$ cat config.mk
export PLATFORM = sky130hd
export DESIGN_NAME = d_factor_sched
export DESIGN_NICKNAME = d
export VERILOG_FILES = /design/src/rtl/d_factor_sched.sv
export SDC_FILE = /design/constraint.sdc
export NUM_CORES = 1
export LEC_CHECK = 0
export ABC_AREA = 1
export CORE_MARGIN = 2
export CORE_UTILIZATION = 45
export CTS_BUF_LIST = sky130_fd_sc_hd__clkbuf_2
export CTS_CLUSTER_SIZE = 28
export DETAILED_ROUTE_END_ITERATION = 12
export HOLD_SLACK_MARGIN = 0.15
export PLACE_DENSITY = 0.83
export SLEW_MARGIN = 10
export SYNTH_ARGS = -nofsm -noshare
export SYNTH_HDL_FRONTEND = slang
export SYNTH_SLANG_ARGS = --single-unit
export TNS_END_PERCENT = 10
$ cat constraint.sdc
create_clock -name clk_i -period 1.65 [get_ports clk_i]
set_clock_uncertainty 0.15 [all_clocks]
set_input_delay 0.165 -clock clk_i [delete_from_list [all_inputs] [get_ports clk_i]]
set_output_delay 0.165 -clock clk_i [all_outputs]
set_load 0.1 [all_outputs]
$ cat src/rtl/d_factor_sched.sv
// d_factor_sched
//   Time-shares one d-factor unit between two sample channels. A channel is
//   granted round-robin, streams BLOCK_LEN samples into the unit (LOAD), and
//   then the block's BLOCK_LEN unit results are forwarded downstream, tagged
//   with the owning channel (DRAIN). Blocks never overlap.
//
// Ports
//   clk_i, rst_ni             clock, asynchronous active-low reset
//   chN_data_i/_valid_i       channel N sample and valid (N = 0, 1)
//   chN_ready_o               channel N sample accepted when valid is high
//   du_data_o, du_dv_o        sample and strobe towards the d-factor unit
//   du_res_i, du_res_dv_i     result and strobe from the d-factor unit
//   res_data_o, res_dv_o      forwarded result and strobe
//   res_ch_o                  channel owning the forwarded result
//   busy_o                    high while loading or draining a block
//   err_o, clr_err_i          sticky protocol-error flag and its clear
module d_factor_sched #(
    parameter int unsigned DATA_W    = 32,
    parameter int unsigned BLOCK_LEN = 1024
) (
    input  logic              clk_i,
    input  logic              rst_ni,
    input  logic [DATA_W-1:0] ch0_data_i,
    input  logic              ch0_valid_i,
    output logic              ch0_ready_o,
    input  logic [DATA_W-1:0] ch1_data_i,
    input  logic              ch1_valid_i,
    output logic              ch1_ready_o,
    output logic [DATA_W-1:0] du_data_o,
    output logic              du_dv_o,
    input  logic [DATA_W-1:0] du_res_i,
    input  logic              du_res_dv_i,
    output logic [DATA_W-1:0] res_data_o,
    output logic              res_dv_o,
    output logic              res_ch_o,
    output logic              busy_o,
    output logic              err_o,
    input  logic              clr_err_i
);

    localparam int unsigned       CNT_W    = $clog2(BLOCK_LEN) + 1;
    localparam logic [CNT_W-1:0] LAST_CNT = CNT_W'(BLOCK_LEN - 1);

    typedef enum logic [1:0] {
        IDLE,
        LOAD,
        DRAIN
    } state_e;

    state_e             state_q, state_d;
    logic               grant_q, grant_d;
    logic               last_grant_q, last_grant_d;
    logic [CNT_W-1:0]   in_cnt_q, in_cnt_d;
    logic [CNT_W-1:0]   out_cnt_q, out_cnt_d;
    logic [DATA_W-1:0]  du_data_q, du_data_d;
    logic               du_dv_q, du_dv_d;
    logic [DATA_W-1:0]  res_data_q, res_data_d;
    logic               res_dv_q, res_dv_d;
    logic               res_ch_q, res_ch_d;
    logic               busy_q, busy_d;
    logic               err_q, err_d;
    logic               err_set;
    logic               xfer;

    // State register
    always_ff @(posedge clk_i or negedge rst_ni) begin
        if (!rst_ni) begin
            state_q      <= IDLE;
            grant_q      <= 1'b0;
            last_grant_q <= 1'b1;
            in_cnt_q     <= '0;
            out_cnt_q    <= '0;
            du_data_q    <= '0;
            du_dv_q      <= 1'b0;
            res_data_q   <= '0;
            res_dv_q     <= 1'b0;
            res_ch_q     <= 1'b0;
            busy_q       <= 1'b0;
            err_q        <= 1'b0;
        end else begin
            state_q      <= state_d;
            grant_q      <= grant_d;
            last_grant_q <= last_grant_d;
            in_cnt_q     <= in_cnt_d;
            out_cnt_q    <= out_cnt_d;
            du_data_q    <= du_data_d;
            du_dv_q      <= du_dv_d;
            res_data_q   <= res_data_d;
            res_dv_q     <= res_dv_d;
            res_ch_q     <= res_ch_d;
            busy_q       <= busy_d;
            err_q        <= err_d;
        end
    end

    // Next-state and datapath
    always_comb begin
        state_d      = state_q;
        grant_d      = grant_q;
        last_grant_d = last_grant_q;
        in_cnt_d     = in_cnt_q;
        out_cnt_d    = out_cnt_q;
        du_data_d    = du_data_q;
        du_dv_d      = 1'b0;
        res_data_d   = res_data_q;
        res_dv_d     = 1'b0;
        res_ch_d     = res_ch_q;
        err_set      = 1'b0;
        // In LOAD only the granted channel is ready, so its valid alone
        // decides whether a transfer happens.
        xfer         = grant_q ? ch1_valid_i : ch0_valid_i;

        unique case (state_q)
            IDLE: begin
                err_set = du_res_dv_i;
                if (ch0_valid_i || ch1_valid_i) begin
                    // On a tie the channel that did not own the last block wins.
                    grant_d = (ch0_valid_i && ch1_valid_i) ? ~last_grant_q : ch1_valid_i;
                    state_d = LOAD;
                end
            end
            LOAD: begin
                err_set = du_res_dv_i;
                if (xfer) begin
                    du_data_d = grant_q ? ch1_data_i : ch0_data_i;
                    du_dv_d   = 1'b1;
                    if (in_cnt_q == LAST_CNT) begin
                        in_cnt_d = '0;
                        state_d  = DRAIN;
                    end else begin
                        in_cnt_d = in_cnt_q + CNT_W'(1);
                    end
                end
            end
            DRAIN: begin
                if (du_res_dv_i) begin
                    res_data_d = du_res_i;
                    res_dv_d   = 1'b1;
                    res_ch_d   = grant_q;
                    if (out_cnt_q == LAST_CNT) begin
                        out_cnt_d    = '0;
                        last_grant_d = grant_q;
                        state_d      = IDLE;
                    end else begin
                        out_cnt_d = out_cnt_q + CNT_W'(1);
                    end
                end
            end
            default: state_d = IDLE;
        endcase

        // A new error wins over a simultaneous clear.
        err_d  = (err_q & ~clr_err_i) | err_set;
        busy_d = (state_d != IDLE);
    end

    // Outputs
    always_comb begin
        ch0_ready_o = (state_q == LOAD) && !grant_q;
        ch1_ready_o = (state_q == LOAD) && grant_q;
        du_data_o   = du_data_q;
        du_dv_o     = du_dv_q;
        res_data_o  = res_data_q;
        res_dv_o    = res_dv_q;
        res_ch_o    = res_ch_q;
        busy_o      = busy_q;
        err_o       = err_q;
    end

endmodule

---- Word-level counts from Yosys, hierarchy flattened ----
Cells that the tools add are included.
W data, S select, Z words.
operators by class
  shift-type cells ........................ 0
  multiply operators ...................... 0
  div/mod/pow operators ................... 0
  equal/unequal tests ..................... 4
  reductions and logical operators ........ 12
  bitwise operators ....................... 4
  muxes and demuxes ....................... 16
  magnitude comparators ................... 0
  $add $sub $neg .......................... 2
operators by type and width
  cell                     count
  $mux W32                 1
  $add A11 B1 Y11 const B  2
  $eq A11 B10 Y1 const B   2
  $mux W11                 2
  $mux W2                  5
  $mux W1                  7
  $pmux W2 S3              1
  $reduce_and A2 Y1        3
  $logic_and A1 B1 Y1      3
  $reduce_and A3 Y1        1
  $eq A2 B1 Y1 const B     1
  $eq A2 B2 Y1 const B     1
  $logic_not A2 Y1         1
  $not A1 Y1               2
  $reduce_bool A2 Y1       1
  $reduce_or A2 Y1         1
  $and A1 B1 Y1            1
  $logic_not A1 Y1         1
  $logic_or A1 B1 Y1       1
  $or A1 B1 Y1             1
word-level totals
  memories kept ........................... 0
  register bits after elaboration ......... 95
  ROM bits ................................ 0
  input port bits ......................... 102
  output and inout bits ................... 71
  RAM bits ................................ 0
  word-level logic and storage cells ...... 50
  latch bits .............................. 0

---- Longest topological paths before layout ----
  depth in word-level cells ............... 5
  gate-level depth with buffers ........... 10
  mapped depth without buffers ............ 9

---- Worst setup path before layout ----
OpenSTA, ideal clock, no wires.
  path kind ............................... register to output
  start point ............................. register state_q[1]
  end point ............................... output port ch0_ready_o
  data required time ...................... 1.335 ns
  arrival ................................. 1.965 ns
  stages on the path, launching flop included .. 4
  slack ................................... -0.630 ns
  path buffers ............................ 0
  cells stage by stage .................... dfrtp_1 > nor2_2 > inv_1 > nor2_1
between the ends
  cells in the longest elaborated chain, start to end .. 2
RTL lines
  element                   RTL line  source
  start: declaration        50        state_e state_q, state_d;
  start signal: assignment  81        state_q <= state_d;
  $eq A2 B1 Y1              159       ch0_ready_o = (state_q == LOAD) && !grant_q;
  $logic_and A1 B1 Y1       159
  end: declaration          25        output logic ch0_ready_o,
No other way between the ends.

---- Worst setup path after layout ----
  start point ............................. register state_q[0]
  end point ............................... output port ch0_ready_o
Same word-level chain as after synthesis.

==> metrics.txt <==
worst hold path type=in2reg; H-tree depth=3; Worst-path clk slew=310 ps; reg-to-reg endpoint=du_data_o[26]$_DFFE_PN0P_; Initial Util=between 40% and 50%; largest net degree at the start of global routing=63; period utilization=117.4%; DRC violations left=0; ys flop type=dfrtp_1; HP Start=du_res_dv_i; Cell Area, Synth=4225 um^2; share of cells above drive strength 1=19.58%; setup tns final=-1343 ps; initial DRC count=506; final RePlAce weighted congestion=just under 0.9; Avg Cell Area, Syn=8.417 um^2; DR vias=5115; mux cell area share after synthesis=0%; first-pass GRT wire length=26880 um; CTS tree=yes; Synth Area in Simple Gates=28.49%; wire length per cell=20.30 um; Fill cells=326; Slew @ Worst Pin=roughly 390 ps; worst reg-to-reg setup slack=-140 ps; fmax=roughly 520 MHz; top cell type's share of synthesized area=55.67%; slowest CP cell=dfrtp_1; VDD IR max=1.994 mV; Worst slew margin=73.94%; initial antenna violation count=0; Crit path largest cell delay=450 ps; CP Cell Sequence=inv_2, nor2_4, inv_2, nor2_4, buf_12; GRT Total Usage=34.70%; crit-path max FO=2; Reg-to-Reg Start=grant_q$_DFFE_PN0P_; XOR/XNOR Fraction of Synth Area=1.866%; area leader, netlist=dfrtp_1; area grow syn2layout=95.29%; Total Wirelength=18540 um; Synth Register Bits=95; Post-Synthesis Cells=approximately 500; maximum clock path buffer count=2; crit path launch type=flop; diode count=0; Die X=100.9 um; vias in the first global route=slightly above 5000; first-pass detailed-route iteration total=8; Overflow after GRT=0; final hold viol count=0; # rows=35; EDFF count, synth=0; latest clock arrival within the worst-skew pair=580 ps; crit path DAT=1620 ps; vias per cell=5.602; Tmin final=1937 ps; number of buffers created by CTS=9; Synth Area in Compound Gates=6.663%; Final ANT Viol Nets=0; Final WS setup=-287.5 ps; depth of the worst hold-timing path=4; max-cap viol count=0; Synthesized Nets=roughly 610; adder-cell share of the synthesized area=less than 1%; Syn. warnings=0; distinct cell type count after synthesis=32; Core Region=9196 um^2; P per Cell Area=1434 nW/um^2; Leakage=a little under 4 nW; failing checks=setup timing; ys async rst share=100.0%; critical path type=reg2out; io pins=173; final cell utilization of the core=89.73%; DIE AREA=about 10000 um^2; DIE HEIGHT=100.9 um; sequential-to-total area share from yosys stat=between 50 and 60%; Hold EP=err_o$_DFF_PN0_; input/output buffers=172; clock tree sinks=95; DP Wirelength=9049 um; worst-case reg-to-reg path depth=8; Worst setup EP type=primary output; status=finished with violations; max-slew violations=0; most common cell in the synthesized netlist=nand2_1; Synth area leaders=dfrtp_1 (56%), nand2_1 (19%), a31oi_1 (4.7%); RSZ-0062 raised after global routing=yes; Setup Viol. Count Final=25; Worst EP required=1330 ps; worst setup path start=state_q[0]$_DFF_PN0_; largest family of logic cells by synthesized area=simple AND/OR/NAND/NOR gates; root buffer cell=clkbuf_2; Synth top cells by count=nand2_1 (219), dfrtp_1 (94), nor2_1 (51); Final nets=901
flip-flops by register name, summed over array words and instances, names as in the netlist:
register / flops
busy_o: 1
du_data_o: 32
du_dv_o: 1
err_o: 1
grant_q: 1
in_cnt_q: 11
last_grant_q: 1
out_cnt_q: 11
res_ch_o: 1
res_data_o: 32
res_dv_o: 1
state_q: 2
per-stage QoR:
stage                     area (um^2)  worst slack [ps]  cells  total power, mW  hold WS, ps
after floorplan                  4230            -186.6    502            7.062       -280.6
after global placement           6887             20.12    783            9.643        37.66
after detailed placement         6887            -99.21    783            9.775        43.30
after CTS                        8064            -224.2    903            11.13        166.0
after global routing             8252            -353.3    913            12.08        139.4
final                            8252            -287.5    913            11.83        149.5
cell usage in the layout (no fill, tap or decap), types with 2 or more instances in the layout:
cell type,instances
inv_6,2
clkbuf_16,2
dlygate4sd3_1,99
clkbuf_2,10
xor2_1,5
buf_4,23
a21oi_2,2
nor2_2,3
clkdlybuf4s50_1,100
o22ai_1,2
xnor2_1,4
clkinv_2,2
buf_12,77
nand2_1,210
inv_1,26
nand3_1,9
nor2_4,7
o21ai_0,4
nand2_2,9
o21bai_1,2
a31oi_1,31
buf_6,3
nor2_1,47
inv_2,3
nand4_1,5
dfrtp_1,93
inv_4,2
o21ai_1,2
critical path: cells and delay by family (launching register included):
kind | cells | cell delay (ps)
DFF | 1 | 450
and+or+nand+nor | 2 | 240
buffers and inverters | 3 | 330
repair_timing:
action,in CTS,in global routing
gates cloned,0,3
setup endpoints to repair,4,51
hold buffers,99,0
gates resized for setup,10,24
pin swaps,2,14
endpoints found under the hold margin,160,0
buffers inserted,5,8
layer usage:
metal,vias to the layer above,GRT usage [%],routed length [um]
met5,-,0,0
met4,0,15.49,889
met3,81,7.074,1809
met2,435,61.38,9187
met1,2429,40.64,6653
li1,2170,-,-
where the power goes:
| part | switching (mW) | internal (mW) | total (mW) |
|---|---|---|---|
| clock network | 0.816 | 0.351 | 1.17 |
| registers | 0.694 | 2.80 | 3.50 |
| logic | 4.59 | 2.58 | 7.17 |
worst max-delay path by stage:
stage | endpoint | depth (start not counted)
floorplan | ch0_ready_o | 3
global placement | du_data_o[22]$_DFFE_PN0P_ | 8
detailed placement | du_data_o[16]$_DFFE_PN0P_ | 8
CTS | ch0_ready_o | 5
global route | ch0_ready_o | 5
finish | ch0_ready_o | 5
logic make-up (layout without fill, tap and decap cells):
kind of cell               after synthesis  after routing
and+or+nand+nor                        297            297
AOI/OAI and AO/OA                       46             46
buffers and inverters                   53            353
DFF                                     95             95
xor gates and xnor gates                 9              9
adders and majority gates                2              2
area by class of cell:
type	count	area, um^2	share of cell area [%]
multi-input cells	354	1687	20.44
clock inverters	6	60.06	0.7278
clock buffers	10	50.05	0.6065
repair buffers	304	3790	45.93
inverters	32	137.6	1.668
well taps	111	138.9	1.683
flip-flops and latches	95	2380	28.84
repair inverters	1	8.758	0.1061
(Power assumes the default switching activity.)
